<file path="config.mk">
export PLATFORM = sky130hd
export DESIGN_NAME = quad_encoder_gen
export DESIGN_NICKNAME = d
export VERILOG_FILES = /design/src/rtl/quad_encoder_gen.sv
export SDC_FILE = /design/constraint.sdc
export NUM_CORES = 1
export LEC_CHECK = 0
export CAP_MARGIN = 20
export CORE_AREA = 2 2 71 73
export CTS_CLUSTER_DIAMETER = 60
export CTS_CLUSTER_SIZE = 8
export DETAILED_ROUTE_END_ITERATION = 7
export DIE_AREA = 0 0 73 75
export PLACE_DENSITY = 0.83
export SLEW_MARGIN = 20
export SYNTH_ARGS = -nofsm -noshare
export SYNTH_HDL_FRONTEND = slang
export SYNTH_SLANG_ARGS = --single-unit
</file>
<file path="constraint.sdc">
create_clock -name clk -period 3.7 [get_ports clk]
set_clock_uncertainty 0.15 [all_clocks]
set_input_delay 0.74 -clock clk [delete_from_list [all_inputs] [get_ports clk]]
set_output_delay 0.74 -clock clk [all_outputs]
set_load 0.02 [all_outputs]
</file>
<file path="src/rtl/quad_encoder_gen.sv">
// Quadrature encoder emulator: emits Gray-coded A/B steps at a programmable
// edge interval in either direction, under start/abort command control.
module quad_encoder_gen #(
    parameter int unsigned CNT_W = 8,
    parameter int unsigned DIV_W = 16
) (
    input  logic             clk,
    input  logic             rst_n,
    input  logic             start,
    input  logic             dir,
    input  logic [CNT_W-1:0] steps,
    input  logic [DIV_W-1:0] edge_div,
    input  logic             abort,
    output logic             busy,
    output logic             done,
    output logic             enc_a,
    output logic             enc_b
);

    localparam int unsigned EW = CNT_W + 2;

    typedef enum logic {StIdle, StRun} state_e;

    state_e           state_q;
    logic [1:0]       phase_q;
    logic [EW-1:0]    edge_cnt_q;
    logic [DIV_W-1:0] int_cnt_q;
    logic [DIV_W-1:0] div_q;
    logic             dir_q;

    logic [DIV_W-1:0] div_eff;
    logic [1:0]       phase_nxt;

    always_comb begin
        div_eff   = (edge_div == '0) ? DIV_W'(1) : edge_div;
        phase_nxt = dir_q ? (phase_q + 2'd1) : (phase_q - 2'd1);
    end

    always_ff @(posedge clk or negedge rst_n) begin
        if (!rst_n) begin
            state_q    <= StIdle;
            phase_q    <= 2'd0;
            edge_cnt_q <= '0;
            int_cnt_q  <= '0;
            div_q      <= '0;
            dir_q      <= 1'b0;
            busy       <= 1'b0;
            done       <= 1'b0;
            enc_a      <= 1'b0;
            enc_b      <= 1'b0;
        end else begin
            done <= 1'b0;
            unique case (state_q)
                StIdle: begin
                    if (start && !abort) begin
                        if (steps == '0) begin
                            done <= 1'b1;
                        end else begin
                            state_q    <= StRun;
                            busy       <= 1'b1;
                            dir_q      <= dir;
                            div_q      <= div_eff;
                            int_cnt_q  <= div_eff;
                            edge_cnt_q <= {steps, 2'b00};
                        end
                    end
                end
                StRun: begin
                    if (abort) begin
                        // Outputs and phase hold; the pending edge is dropped.
                        state_q <= StIdle;
                        busy    <= 1'b0;
                    end else if (int_cnt_q == DIV_W'(1)) begin
                        // Phase 0..3 maps to (a,b) = 00,10,11,01.
                        phase_q    <= phase_nxt;
                        enc_a      <= phase_nxt[1] ^ phase_nxt[0];
                        enc_b      <= phase_nxt[1];
                        int_cnt_q  <= div_q;
                        edge_cnt_q <= edge_cnt_q - EW'(1);
                        if (edge_cnt_q == EW'(1)) begin
                            state_q <= StIdle;
                            busy    <= 1'b0;
                            done    <= 1'b1;
                        end
                    end else begin
                        int_cnt_q <= int_cnt_q - DIV_W'(1);
                    end
                end
                default: state_q <= StIdle;
            endcase
        end
    end

endmodule

</file>
==> results.sh, run 1 <==
export IMPL_status="finished clean"
export IMPL_cpMostUsedCell="a21oi_1"
export IMPL_antenna_found_initial=0
export IMPL_place_congestion=0.901
export IMPL_clk_pin_slew_ns=0.09
export IMPL_cp_data_required_time_ns=3.78
export IMPL_path_class="in -> reg"
export IMPL_syn_area_sq_um=2750
export IMPL_rsz0062_at_grt="false"
export IMPL_slowest_delay_ns=0.50
export IMPL_yosysSeqAreaShare=0.445
export IMPL_clock_sinks=49
export IMPL_via_per_inst=6.61
export IMPL_worst_slew_pin_transition_ns=0.616
export IMPL_path_max_fanout=16
export IMPL_drt_iter0_markers=206
export IMPL_numPortBuffers=32
export IMPL_hpwl_mm=4.72
export IMPL_grt_ovfl_total=0
export IMPL_n_antenna_cell=0
export IMPL_crit_chain="clkdlybuf4s50_1, nor4_1, a21oi_1, nor2_1, buf_4, a21oi_1, a21oi_1"
export IMPL_die_w_um=73
export IMPL_maxSlewViolCount=0
export IMPL_grt_max_degree=50
export IMPL_ys_types=51
export IMPL_routed_wl_mm=6.99
export IMPL_power_per_cell_area_nw_per_um2=479
export IMPL_holdBufCountCts=0
export IMPL_path_buf_inv=2
export IMPL_h_tree_depth=2
export IMPL_ys_top_cells_by_count="dfrtp_1 (49), a21oi_1 (27), nor2_1 (22), nand2_1 (20), o21ai_0 (18)"
export IMPL_synth_seq_cells=49
export IMPL_finalNetCount=351
export IMPL_timing_final_crit_share=0.744
export IMPL_whs_ns=0.289
export IMPL_cp_slowest_cell="nor4_1"
export IMPL_track_usage=0.286
export IMPL_end_kind="flip-flop"
export IMPL_die_area_sq_um=5480
export IMPL_syn_num_nets=319
export IMPL_grt_pass1_wl_mm=12.1
export IMPL_antenna_left=0
export IMPL_area_growth_pct=16.5
export IMPL_floorplan_initialDensity=0.591
export IMPL_irDropWorstVdd_uv=245
export IMPL_wl_per_cell_um=18.8
export IMPL_arrival_ns=2.83
export IMPL_drc=0
export IMPL_yosysTopAreaCell="dfrtp_1"
export IMPL_cts_buffers=5
export IMPL_setup_viol=0
export IMPL_fmax_mhz=363
export IMPL_synth_edf_count=0
export IMPL_synth_most_common_cell="dfrtp_1"
export IMPL_drive_gt1_frac=0.103
export IMPL_finalCriticalPeriod_ns=2.75
export IMPL_finalHoldViolations=0
export IMPL_netlist_area_leader_share=0.445
export IMPL_clock_root_buffer="clkbuf_8"
export IMPL_post_cts_setup_buffers=0
export IMPL_cts_tree="done"
export IMPL_syn_avg_cell_area_sq_um=9.63
export IMPL_ctsResizeCount=0
export IMPL_clockBufferDepth=2
export IMPL_rows=25
export IMPL_leakagePower_nw=1.24
export IMPL_async_flop_share=1.00
export IMPL_die_h_um=75
export IMPL_vias=2466
export IMPL_grt_pass1_vias=2494
export IMPL_cap_violations=0
export IMPL_yosysWarnings=0
export IMPL_io_pins=33
export IMPL_yosys_top_cells_area="dfrtp_1 (45%), a21oi_1 (4.9%), mux2_2 (4.9%)"
export IMPL_core_sq_um=4660
export IMPL_hold_path_class="in -> async"
export IMPL_slew_limit_headroom=0.589
export IMPL_final_setup_tns_ns=0
export IMPL_clock_latency_ns=0.31
export IMPL_start_kind="input pin"
export IMPL_cpLargestDelayFamily="simple AND/OR/NAND/NOR gates"
export IMPL_first_pass_iters=4
export IMPL_synthCells=286
export IMPL_ys_flop_type="dfrtp_1"
layout by cell type, fill, tap and decap left out, types with 3 or more instances in the layout:
master / count
a21oi_1: 27
a221o_1: 7
a22o_1: 5
a22oi_1: 3
a311oi_1: 3
a31oi_1: 7
and3_1: 3
buf_4: 7
clkbuf_8: 5
clkdlybuf4s50_1: 31
dfrtp_1: 49
ha_1: 4
inv_1: 5
mux2_2: 12
nand2_1: 20
nand2b_1: 5
nand3_1: 5
nand4_1: 3
nor2_1: 22
nor3_1: 9
nor3b_1: 3
nor4_1: 11
o211ai_1: 4
o21ai_0: 18
o22ai_1: 6
or4_1: 4
xnor2_1: 7
xor2_1: 4
registers in the layout, indices dropped and copies added, names as in the netlist:
register    count
busy            1
dir_q           1
div_q          16
done            1
edge_cnt_q     10
enc_a           1
int_cnt_q      16
phase_q         2
state_q         1
final cells by class:
class / count / area, sq um
clock inverters: 2 / 10.0
fillers: 382 / 1450
clock buffers: 6 / 72.6
multi-input cells: 219 / 1450
well taps: 54 / 67.6
flip-flops and latches: 49 / 1230
inverters: 5 / 18.8
repair buffers: 38 / 363
kinds of logic after synthesis:
family / Yosys count / synth area share
simple gates: 97 / 0.195
mux: 13 / 0.0527
compound gates: 94 / 0.226
fa+ha+maj: 4 / 0.0182
xor+xnor: 11 / 0.0350
buf+inv: 18 / 0.0277
flops: 49 / 0.445
per-stage QoR:
step           total power, mW  cell area, sq um  instances  worst slack [ns]   util
3_5_place_dp              1.23              3120        365             0.662  0.670
3_3_place_gp              1.21              3120        365             0.700  0.670
4_1_cts                   1.54              3210        373             0.997  0.688
2_1_floorplan             1.08              2750        286              1.31      -
5_1_grt                   1.64              3210        373             0.745  0.689
6_report                  1.54              3210        373             0.947  0.689
worst register-to-register path, cell delays in order, from the launching register on:
cell,delay (ns)
dfrtp_1,0.46
inv_1,0.11
ha_1,0.20
nor3b_1,0.35
nand4_1,0.34
buf_4,0.32
o21ai_0,0.18
a21oi_1,0.06
a221o_1,0.27
layer usage:
metal | routed length (um) | share of wire | GRT usage | up-vias
met3 | 553 | 0.079 | 0.0442 | 9
met1 | 2980 | 0.43 | 0.392 | 1188
met4 | 94 | 0.013 | 0.123 | 0
met2 | 3370 | 0.48 | 0.455 | 107
li1 | - | - | - | 1162
met5 | 0 | 0 | 0 | -
final timing paths:
kind	slack, ns	endpoint	from	cells after the start
hold / removal	0.29	edge_cnt_q[7]	rst_n	1
setup / recovery	0.95	int_cnt_q[3]	steps[6]	7
setup reg to reg	1.14	int_cnt_q[9]	int_cnt_q[1]	8
hold reg to reg	0.34	div_q[15]	div_q[15]	2
max in group asynchronous	2.69	int_cnt_q[3]	rst_n	1
min in group clk	0.34	div_q[15]	div_q[15]	2
power by group:
part	internal [mW]	leakage [nW]	switching [mW]
sequential	0.646	0.599	0.133
combinational	0.221	0.600	0.230
clock	0.131	0.0450	0.175
total	0.999	1.24	0.537
(Power assumes the default switching activity.)
==> inputs of run 2 (changes only) <==
--- a/config.mk
+++ b/config.mk
@@ -6,12 +6,12 @@
 export NUM_CORES = 1
 export LEC_CHECK = 0
 export CAP_MARGIN = 20
-export CORE_AREA = 2 2 71 73
+export CORE_AREA = 2 2 74 76
 export CTS_CLUSTER_DIAMETER = 60
 export CTS_CLUSTER_SIZE = 8
 export DETAILED_ROUTE_END_ITERATION = 7
-export DIE_AREA = 0 0 73 75
-export PLACE_DENSITY = 0.83
+export DIE_AREA = 0 0 76 78
+export PLACE_DENSITY = 0.77
 export SLEW_MARGIN = 20
 export SYNTH_ARGS = -nofsm -noshare
 export SYNTH_HDL_FRONTEND = slang
==> constraint.sdc (replaced) <==
create_clock -name clk -period 2.8 [get_ports clk]
set_clock_uncertainty 0.15 [all_clocks]
set_input_delay 0.56 -clock clk [delete_from_list [all_inputs] [get_ports clk]]
set_output_delay 0.56 -clock clk [all_outputs]
set_load 0.02 [all_outputs]
==> results.sh, run 2 (synthesized netlist as in run 1, its figures left out) <==
export IMPL_seq_area_sq_um=1230
export IMPL_setup_viol=0
export IMPL_place_ws_ns=0.0253
export IMPL_holdBufCountCts=0
export IMPL_arrival_ns=2.62
export IMPL_drc=0
export IMPL_final_setup_tns_ns=0
export IMPL_clock_latency_ns=0.30
export IMPL_slew_limit_headroom=0.544
export IMPL_timing_final_crit_share=0.919
export IMPL_maxSlewViolCount=0
export IMPL_end_kind="flip-flop"
export IMPL_finalNetCount=360
export IMPL_place_congestion=0.825
export IMPL_area_growth_pct=20.9
export IMPL_finalCriticalPeriod_ns=2.57
export IMPL_clk_pin_slew_ns=0.09
export IMPL_track_usage=0.260
export IMPL_post_cts_setup_buffers=0
export IMPL_slowest_delay_ns=0.45
export IMPL_final_common_cell="dfrtp_1"
export IMPL_power_total_mw=2.17
export IMPL_cts_tree="done"
export IMPL_path_class="reg -> reg"
export IMPL_die_h_um=78
export IMPL_rows=26
export IMPL_die_area_sq_um=5930
export IMPL_grt_pass1_vias=2439
export IMPL_floorplan_initialDensity=0.546
export IMPL_crit_end="int_cnt_q[11]"
export IMPL_ctsResizeCount=0
export IMPL_antenna_left=0
export IMPL_vias=2504
export IMPL_cp_startpoint="int_cnt_q[1]"
export IMPL_first_pass_iters=5
export IMPL_clock_sinks=49
export IMPL_r2r_end="int_cnt_q[11]"
export IMPL_die_w_um=76
export IMPL_r2r_start="int_cnt_q[1]"
export IMPL_crit_chain="inv_1, ha_1, nor3b_1, nand4_1, buf_4, o21ai_0, a21oi_1, a221o_1"
export IMPL_via_per_inst=6.29
export IMPL_power_per_cell_area_nw_per_um2=652
export IMPL_hold_path_class="in -> async"
export IMPL_drive_gt1_frac=0.128
export IMPL_hpwl_mm=5.03
export IMPL_rsz0062_at_grt="false"
export IMPL_top_regs="div_q (16), int_cnt_q (16), edge_cnt_q (10)"
export IMPL_grt_max_degree=50
export IMPL_irDropWorstVdd_uv=395
export IMPL_core_sq_um=5040
export IMPL_wl_per_cell_um=18.0
export IMPL_r2r_cells=8
export IMPL_drt_iter0_markers=169
export IMPL_stdcell_count=398
export IMPL_leakagePower_nw=1.30
export IMPL_cp_slowest_cell="dfrtp_1"
export IMPL_layout_setup_ws_ns=0.227
export IMPL_cap_violations=0
export IMPL_n_antenna_cell=0
export IMPL_fmax_mhz=389
export IMPL_worst_slew_pin_transition_ns=0.678
export IMPL_final_util=0.660
export IMPL_grt_pass1_wl_mm=12.2
export IMPL_cp_data_required_time_ns=2.85
export IMPL_clock_root_buffer="clkbuf_8"
export IMPL_h_tree_depth=2
export IMPL_final_cell_mix="dfrtp_1 (49), clkdlybuf4s50_1 (31), a21oi_1 (27)"
export IMPL_place_inst=390
export IMPL_start_kind="flip-flop"
export IMPL_clockBufferDepth=2
export IMPL_antenna_found_initial=0
export IMPL_status="finished clean"
export IMPL_numPortBuffers=32
export IMPL_multiInputGateArea_sq_um=1450
export IMPL_io_pins=33
export IMPL_path_max_fanout=18
export IMPL_finalHoldViolations=0
export IMPL_fill_cells=422
export IMPL_routed_wl_mm=7.18
export IMPL_cts_buffers=5
export IMPL_r2r_setup_slack_ns=0.23
export IMPL_grt_ovfl_total=0
## run 2: power breakdown
| group | internal, mW | switching, mW | total (mW) | leakage, nW |
|---|---|---|---|---|
| logic | 0.306 | 0.308 | 0.614 | 0.645 |
| clock network | 0.291 | 0.233 | 0.525 | 0.0585 |
| registers | 0.853 | 0.176 | 1.03 | 0.599 |
## run 2: final cells by class
class / instances / area share
Clock inverter: 1 / 0.00902
Multi-Input combinational cell: 219 / 0.436
Sequential cell: 49 / 0.368
Tap cell: 70 / 0.0263
Timing Repair Buffer: 47 / 0.129
Inverter: 5 / 0.00564
Clock buffer: 7 / 0.0259
## run 2: critical path: cells and delay by family (launching register included)
kind | cells | cell delay (ns)
AO/OA/AOI/OAI | 3 | 0.50
adder cells (fa/ha/maj) | 1 | 0.22
buffers and inverters | 2 | 0.42
flip-flops | 1 | 0.45
AND/OR/NAND/NOR | 2 | 0.70
## run 2: stage by stage
step | cell area (sq um) | hold WS (ns)
final | 3330 | 0.193
after CTS | 3330 | 0.228
after floorplan | 2750 | 0.114
after detailed placement | 3210 | 0.328
after global placement | 3210 | 0.316
after global routing | 3330 | 0.256
## run 2: worst min-delay path by stage
stage / from / end / slack, ns / cells past startpoint
floorplan: rst_n / busy / 0.11 / 0
global placement: enc_a / enc_a / 0.32 / 2
detailed placement: enc_a / enc_a / 0.33 / 2
CTS: rst_n / phase_q[1] / 0.23 / 2
global route: rst_n / enc_a / 0.26 / 2
finish: rst_n / enc_a / 0.19 / 2
## run 2: routing by layer
layer	routed length [um]	vias up	GRT usage	part of all wire
met4	159	0	0.102	0.022
met1	3150	1200	0.339	0.44
met2	3380	106	0.425	0.47
li1	-	1178	-	-
met5	0	-	0	0
met3	494	20	0.0570	0.069
==> inputs of run 3 (changes only) <==
--- a/config.mk
+++ b/config.mk
@@ -11,7 +11,7 @@
 export CTS_CLUSTER_SIZE = 8
 export DETAILED_ROUTE_END_ITERATION = 7
 export DIE_AREA = 0 0 76 78
-export PLACE_DENSITY = 0.77
+export PLACE_DENSITY_LB_ADDON = 0.1
 export SLEW_MARGIN = 20
 export SYNTH_ARGS = -nofsm -noshare
 export SYNTH_HDL_FRONTEND = slang
==> results.sh, run 3 (synthesized netlist as in run 1, its figures left out) <==
export IMPL_status="finished clean"
export IMPL_clockBufferDepth=2
export IMPL_slowest_delay_ns=0.43
export IMPL_cpLargestDelayFamily="simple AND/OR/NAND/NOR gates"
export IMPL_wl_per_cell_um=17.8
export IMPL_core_sq_um=5040
export IMPL_vias=2483
export IMPL_finalHoldViolations=0
export IMPL_antenna_left=0
export IMPL_clock_latency_ns=0.31
export IMPL_arrival_ns=2.56
export IMPL_hpwl_mm=5.14
export IMPL_area_growth_pct=21.0
export IMPL_grt_ovfl_total=0
export IMPL_die_w_um=76
export IMPL_via_per_inst=6.16
export IMPL_top_regs="div_q (16), int_cnt_q (16), edge_cnt_q (10)"
export IMPL_ctsResizeCount=0
export IMPL_crit_chain="inv_1, ha_1, nor3b_1, nand4_1, buf_4, o21ai_0, a21oi_1, a221o_1"
export IMPL_h_tree_depth=2
export IMPL_maxSlewViolCount=0
export IMPL_numPortBuffers=32
export IMPL_die_h_um=78
export IMPL_first_pass_iters=4
export IMPL_path_max_fanout=19
export IMPL_grt_pass1_vias=2508
export IMPL_floorplan_initialDensity=0.546
export IMPL_holdBufCountCts=0
export IMPL_final_cell_mix="dfrtp_1 (49), clkdlybuf4s50_1 (31), a21oi_1 (27)"
export IMPL_cts_tree="done"
export IMPL_drt_iter0_markers=177
export IMPL_final_setup_tns_ns=0
export IMPL_finalNetCount=365
export IMPL_timing_final_crit_share=0.901
export IMPL_hold_path_class="in -> async"
export IMPL_grt_pass1_wl_mm=12.4
export IMPL_drive_gt1_frac=0.141
export IMPL_cap_violations=0
export IMPL_io_pins=33
export IMPL_worst_slew_pin_transition_ns=0.619
export IMPL_place_congestion=0.968
export IMPL_irDropWorstVdd_uv=449
export IMPL_grt_max_degree=50
export IMPL_power_total_mw=2.05
export IMPL_path_buf_inv=2
export IMPL_drc=0
export IMPL_routed_wl_mm=7.15
export IMPL_fmax_mhz=396
export IMPL_setup_viol=0
export IMPL_clock_sinks=49
export IMPL_clock_root_buffer="clkbuf_8"
export IMPL_slew_limit_headroom=0.587
export IMPL_die_area_sq_um=5930
export IMPL_start_kind="flip-flop"
export IMPL_finalCriticalPeriod_ns=2.52
export IMPL_clk_pin_slew_ns=0.09
export IMPL_end_kind="flip-flop"
export IMPL_path_class="reg -> reg"
export IMPL_power_per_cell_area_nw_per_um2=614
export IMPL_antenna_found_initial=0
export IMPL_n_antenna_cell=0
export IMPL_leakagePower_nw=1.31
export IMPL_post_cts_setup_buffers=0
export IMPL_cp_slowest_cell="dfrtp_1"
export IMPL_cts_buffers=5
export IMPL_final_common_cell="dfrtp_1"
export IMPL_r2r_setup_slack_ns=0.28
export IMPL_rsz0062_at_grt="false"
export IMPL_cp_data_required_time_ns=2.84
export IMPL_rows=26
export IMPL_track_usage=0.263
==> run 3: cell types whose count changed in the layout (fill, tap and decap cells not counted), sizes merged <==
cell / before / now
bufinv: 1 / 0
buf: 16 / 21
clkbuf: 7 / 6
clkinv: 0 / 2
==> run 3: final timing paths <==
path                              start           end  depth (start not counted)
setup reg to reg           int_cnt_q[1]  int_cnt_q[9]                          8
min in group clk                  enc_a         enc_a                          2
hold / removal                    rst_n    phase_q[1]                          2
hold reg to reg                   enc_a         enc_a                          2
setup / recovery           int_cnt_q[1]  int_cnt_q[9]                          8
max in group asynchronous         rst_n  int_cnt_q[5]                          2
==> run 3: area by class of cell <==
class	instances	area, sq um
Inverter	5	18.8
Clock inverter	2	10.0
Clock buffer	6	72.6
Tap cell	70	87.6
Sequential cell	49	1230
Multi-Input combinational cell	219	1450
Timing Repair Buffer	52	465
Fill cell	444	1710
==> run 3: per-stage QoR <==
stage	area [sq um]	worst slack (ns)	hold slack [ns]	utilization	std cells
6_report	3330	0.277	0.199	0.661	403
5_1_grt	3330	0.0797	0.241	0.661	403
4_1_cts	3330	0.328	0.223	0.661	403
3_5_place_dp	3250	0.0757	0.324	0.644	395
3_3_place_gp	3250	0.175	0.318	0.644	395
2_1_floorplan	2750	0.541	0.114	-	286
==> run 3: where the power goes <==
part	total, mW	switching, mW	internal, mW
combinational	0.609	0.301	0.309
clock	0.407	0.233	0.174
sequential	1.03	0.176	0.854
==> run 3: layer usage <==
| layer | vias up | part of all wire | global-route usage |
|---|---|---|---|
| li1 | 1186 | - | - |
| met1 | 1193 | 0.44 | 0.355 |
| met2 | 85 | 0.47 | 0.431 |
| met3 | 19 | 0.062 | 0.0360 |
| met4 | 0 | 0.026 | 0.102 |
| met5 | - | 0 | 0 |
